<file path="config.mk">
export PLATFORM = sky130hd
export DESIGN_NAME = beat_clock
export DESIGN_NICKNAME = d
export VERILOG_FILES = /design/src/rtl/beat_clock_pkg.sv /design/src/rtl/beat_clock_period_counter.sv /design/src/rtl/beat_clock.sv
export SDC_FILE = /design/constraint.sdc
export NUM_CORES = 1
export LEC_CHECK = 0
export ABC_AREA = 1
export BUFFER_PORTS_ARGS = -buffer_cell sky130_fd_sc_hd__buf_2
export CORE_ASPECT_RATIO = 1.5
export CORE_MARGIN = 4
export CORE_UTILIZATION = 54
export CTS_CLUSTER_SIZE = 16
export DETAILED_ROUTE_END_ITERATION = 10
export HOLD_SLACK_MARGIN = 0.15
export PLACE_DENSITY = 0.86
export SKIP_CTS_REPAIR_TIMING = 1
export SLEW_MARGIN = 20
export SYNTH_ARGS = -nofsm -noshare
export SYNTH_HDL_FRONTEND = slang
export SYNTH_HIERARCHICAL = 1
export SYNTH_SLANG_ARGS = --single-unit
</file>
<file path="constraint.sdc">
create_clock -name clk -period 1.6 [get_ports clk]
set_input_delay 0.24 -clock clk [delete_from_list [all_inputs] [get_ports clk]]
set_output_delay 0.24 -clock clk [all_outputs]
set_load 0.05 [all_outputs]
</file>
<file path="src/rtl/beat_clock_pkg.sv">
// Shared types and constants for the beat clock and its tempo selector.
package beat_clock_pkg;

    localparam int TEMPO_W = 23;
    localparam int STEPS   = 8;
    localparam int CLK_HZ  = 4_000_000;

    typedef enum logic {
        STOP = 1'b0,
        RUN  = 1'b1
    } state_t;

    // Beat period minus one, in clk cycles, for a given BPM.
    function automatic logic [TEMPO_W-1:0] bpm_period(input int bpm);
        return TEMPO_W'((CLK_HZ * 60) / bpm - 1);
    endfunction

    localparam logic [TEMPO_W-1:0] PERIOD_BPM_80  = bpm_period(80);
    localparam logic [TEMPO_W-1:0] PERIOD_BPM_100 = bpm_period(100);
    localparam logic [TEMPO_W-1:0] PERIOD_BPM_120 = bpm_period(120);
    localparam logic [TEMPO_W-1:0] PERIOD_BPM_140 = bpm_period(140);

endpackage

</file>
<file path="src/rtl/beat_clock_period_counter.sv">
// Beat period counter: counts up to a latched tempo and flags the terminal cycle.
module period_counter #(
    parameter int TEMPO_W = beat_clock_pkg::TEMPO_W
) (
    input  logic               clk,
    input  logic               rst,
    input  logic               restart,
    input  logic               zero,
    input  logic               advance,
    input  logic [TEMPO_W-1:0] tempo,
    output logic               terminal
);
    import beat_clock_pkg::*;

    logic [TEMPO_W-1:0] count_q, count_d;
    logic [TEMPO_W-1:0] active_tempo_q, active_tempo_d;

    assign terminal = (count_q == active_tempo_q);

    // tempo is only latched when a new beat begins, so mid-beat changes wait
    always_comb begin
        count_d        = count_q;
        active_tempo_d = active_tempo_q;
        if (restart) begin
            count_d        = '0;
            active_tempo_d = tempo;
        end else if (zero) begin
            count_d = '0;
        end else if (advance) begin
            if (terminal) begin
                count_d        = '0;
                active_tempo_d = tempo;
            end else begin
                count_d = count_q + 1'b1;
            end
        end
    end

    always_ff @(posedge clk or posedge rst) begin
        if (rst) begin
            count_q        <= '0;
            active_tempo_q <= '0;
        end else begin
            count_q        <= count_d;
            active_tempo_q <= active_tempo_d;
        end
    end

endmodule

</file>
<file path="src/rtl/beat_clock.sv">
// Run/stop beat clock: emits a pulse per beat and tracks the step within a bar.
module beat_clock #(
    parameter int TEMPO_W = beat_clock_pkg::TEMPO_W,
    parameter int STEPS   = beat_clock_pkg::STEPS
) (
    input  logic                     clk,
    input  logic                     rst,
    input  logic [TEMPO_W-1:0]       tempo,
    input  logic                     run_toggle,
    input  logic                     clear,
    output logic                     beat_pulse,
    output logic                     bar_pulse,
    output logic [$clog2(STEPS)-1:0] step,
    output logic                     running
);
    import beat_clock_pkg::*;

    localparam int STEP_W = $clog2(STEPS);

    state_t             state_q, state_d;
    logic [STEP_W-1:0]  step_q, step_d, step_inc;
    logic               beat_q, beat_d;
    logic               bar_q, bar_d;
    logic               pc_restart, pc_zero, pc_advance, terminal;

    period_counter #(.TEMPO_W(TEMPO_W)) u_period (
        .clk      (clk),
        .rst      (rst),
        .restart  (pc_restart),
        .zero     (pc_zero),
        .advance  (pc_advance),
        .tempo    (tempo),
        .terminal (terminal)
    );

    assign step_inc = step_q + 1'b1;

    always_comb begin
        state_d    = state_q;
        step_d     = step_q;
        beat_d     = 1'b0;
        bar_d      = 1'b0;
        pc_restart = 1'b0;
        pc_zero    = 1'b0;
        pc_advance = 1'b0;
        case (state_q)
            STOP: begin
                if (run_toggle) begin
                    state_d    = RUN;
                    step_d     = '0;
                    beat_d     = 1'b1;
                    bar_d      = 1'b1;
                    pc_restart = 1'b1;
                end else if (clear) begin
                    step_d  = '0;
                    pc_zero = 1'b1;
                end
            end
            RUN: begin
                // run_toggle wins over clear; clear alone restarts on a downbeat
                if (run_toggle) begin
                    state_d = STOP;
                    if (clear) begin
                        step_d  = '0;
                        pc_zero = 1'b1;
                    end
                end else if (clear) begin
                    step_d     = '0;
                    beat_d     = 1'b1;
                    bar_d      = 1'b1;
                    pc_restart = 1'b1;
                end else begin
                    pc_advance = 1'b1;
                    if (terminal) begin
                        step_d = step_inc;
                        beat_d = 1'b1;
                        bar_d  = (step_inc == '0);
                    end
                end
            end
            default: state_d = STOP;
        endcase
    end

    always_ff @(posedge clk or posedge rst) begin
        if (rst) begin
            state_q <= STOP;
            step_q  <= '0;
            beat_q  <= 1'b0;
            bar_q   <= 1'b0;
        end else begin
            state_q <= state_d;
            step_q  <= step_d;
            beat_q  <= beat_d;
            bar_q   <= bar_d;
        end
    end

    assign beat_pulse = beat_q;
    assign bar_pulse  = bar_q;
    assign step       = step_q;
    assign running    = (state_q == RUN);

endmodule

</file>
==> results.ini <==
[clocking]
worst_setup_hold_path_clk_slew_ps=100
clock_tree_from_tritoncts=done
htree_num_levels=2
clkSinkCount=52
max-clock-path-buffers=2
tritoncts.num_buffers=5
clk_tree_root_cell=clkbuf_8
worst_skew_pair.late_latency_ps=310

[critical_path]
worstSetupEndpointType=flop
cpMostUsedCell=nand2_1
cp_num_buf_inv=2
worstPathArrival_ps=2220
critical-path-slowest-cell=dfrtp_1
critical_path_required_ps=1810
critPathMaxFanout=12
cp-start-kind=flop
path_class=reg -> reg
crit_path_cell_trace=inv_1 > nand2_1 > nand2_1 > nand2_1 > nor2_1 > nand2_1 > nor2_2 > nand3_2 > buf_6 > nand3_1 > nand2_1
timing.critical_path.slowest_cell_delay_ps=430
cpLargestDelayFamily=simple AND/OR/NAND/NOR gates

[sta]
fin_ws_ps=-412
skew_ps=12.6
rsz0062_at_grt=true
tns_ps=-13940
slew_at_the_pin_closest_to_its_max_slew_limit_ps=496
setup_viol=51
highest_clock_rate_ghz=0.497
tcrit_tclk_final_pct=126
post-route-min-period_ps=2010
drv_slew=0
slew_headroom_pct=66.9
hold_viol_final=0

[finish]
finish.utilization_pct=77.3
regArea_mm2=0.00131
nFillCells=352
number_of_diodes=0
finalNetCount=646
layout.cell_area.non_filler_mm2=0.00471
drive_gt1_share_pct=36.8
area_of_combinational_cells_with_multiple_inputs_mm2=0.00210
syn2layout_area_growth_pct=39.9

[placement]
place.detailed.hpwl_um=7380
post_dp_cell_area_mm2=0.00398
port_buffers=32
place_congestion=1.00

[global_routing]
grt_antenna_before_repair=0
grt_pass1_wl_um=15800
grt_use_total_pct=26.4
globalRouteOverflowTotal=0
pin_count_of_the_biggest_net_entering_global_routing=27
grt_pass1_vias=3528

[drt]
detailroute.via_count=4377
firstDrtPassIters=9
route.detailed.drc=0
wirelength_um=14400
drt_iter0_markers=703
detail_route.vias_per_cell=6.33
drt.antenna.violating_nets=0
routed_wire_length_per_instance_um=20.8

[pwr]
p_seq_share_pct=40.1
pwr-share-comb_pct=39.8
p_sw_mw=1.69
worst_ir_drop_vdd_mv=0.632
post-layout-total-power_mw=4.04
internal-power_mw=2.35
sw_frac_of_total_pct=41.9
power_density_mw_per_mm2=858
clock_power_share_pct=20.1
static-leakage-power_nw=2.42

[logic_synthesis]
yosys_register_bits=52
synth.top_cell.area_share_pct=38.7
mappedNetlistNets=533
synth_top_flop_cell=dfrtp_1
synth_area_leader=dfrtp_1
syn_avg_cell_area_um2=6.69
synth_enable_flop_cells=0
async_reset_ff_share_pct=100
postSynthCellCount=503
synthDistinctLibCells=29
synth.top_cells.by_count=nand2_1, nand3_1, inv_1
syn_area_mm2=0.00337
synth-warning-count=6
yosys-top-cells-area=dfrtp_1, nand2_1, nand3_1
ys_seq_area_share_pct=38.7
yosysMostFrequentCell=nand2_1

[outcome]
outcome=finished, violations left
violations_in_the_final_reports=setup timing

[die]
y_dimension_of_the_die_um=105
die_area_mm2=0.00759
chipWidth_um=72.5
floorplan.initialDensity_pct=55.3
placementRows=35
placeableCoreArea_mm2=0.00609
boundaryPins=33

[worst_hold_path]
hold_path.class=in -> reg

[flow_run]
maxCapViolCount=0

[layout by cell type (no fill, tap or decap), types with 8 or more instances in the layout]
master	n
nand3_1	55
dfrtp_1	46
buf_6	8
nor2_2	18
nand2_2	14
nor2_1	30
xor2_1	9
inv_1	46
a21oi_1	16
inv_2	17
nand3_2	15
buf_2	32
nand4_1	10
buf_4	72
nand2_1	163
[flip-flops by register name (all words and copies together), names as in the netlist]
| name | count |
|---|---|
| bar_pulse | 1 |
| beat_pulse | 1 |
| running | 1 |
| step | 3 |
| u_period/active_tempo_q | 23 |
| u_period/count_q | 23 |
[logic make-up after synthesis]
group | Yosys count | share of synthesized area, %
buffers and inverters | 81 | 10.7
flip-flops | 52 | 38.7
XOR/XNOR | 12 | 3.12
adder cells (fa/ha/maj) | 3 | 1.12
AND/OR/NAND/NOR | 325 | 41.8
AO/OA/AOI/OAI | 30 | 4.57
[power groups by stage]
stage          sequential, mW  combinational (mW)  clock [mW]
2_1_floorplan            1.62               0.790           0
3_3_place_gp             1.60                1.10           0
3_5_place_dp             1.62                1.14           0
4_1_cts                  1.59                1.15       0.796
5_1_grt                  1.63                1.70       0.884
6_report                 1.62                1.61       0.811
[area by class of cell]
| class | instances | area share, % |
|---|---|---|
| multi-input cells | 375 | 44.6 |
| clock inverters | 2 | 0.213 |
| inverters | 65 | 5.31 |
| clock buffers | 6 | 1.75 |
| flip-flops and latches | 52 | 27.8 |
| well taps | 74 | 1.97 |
| repair buffers | 117 | 18.4 |
[layer usage]
metal / GRT usage (%) / routed length, um / vias to the layer above
met5: 0 / 0 / -
met4: 17.8 / 1500 / 0
met3: 2.98 / 1450 / 157
met2: 47.5 / 6960 / 387
met1: 27.5 / 4480 / 2023
li1: - / - / 1810
[metrics by stage]
step	cells	setup slack (ps)	hold slack, ps
global route	691	-404	136
detailed placement	648	-132	177
finish	691	-412	146
floorplan	503	-117	30.9
CTS	656	-175	-155
global placement	648	-73.1	178
[worst min-delay path: stages]
cell,delay [ps]
buf_2,70
nand3_1,60
nand2_1,50
[final timing paths]
path | from | slack, ps | cells after the start | end
worst min register to register | u_period/active_tempo_q[8]$_DFFE_PP0P_ | 560 | 2 | u_period/active_tempo_q[8]$_DFFE_PP0P_
worst max register to register | u_period/count_q[20]$_DFFE_PP0P_ | -410 | 11 | u_period/active_tempo_q[22]$_DFFE_PP0P_
worst max-delay path | u_period/count_q[20]$_DFFE_PP0P_ | -410 | 11 | u_period/active_tempo_q[22]$_DFFE_PP0P_
min in group asynchronous | rst | 430 | 3 | bar_pulse$_DFF_PP0_
worst min-delay path | tempo[0] | 150 | 3 | u_period/active_tempo_q[0]$_DFFE_PP0P_
max in group asynchronous | rst | 520 | 4 | u_period/count_q[4]$_DFFE_PP0P_
Power figures use the tool's default switching activity.
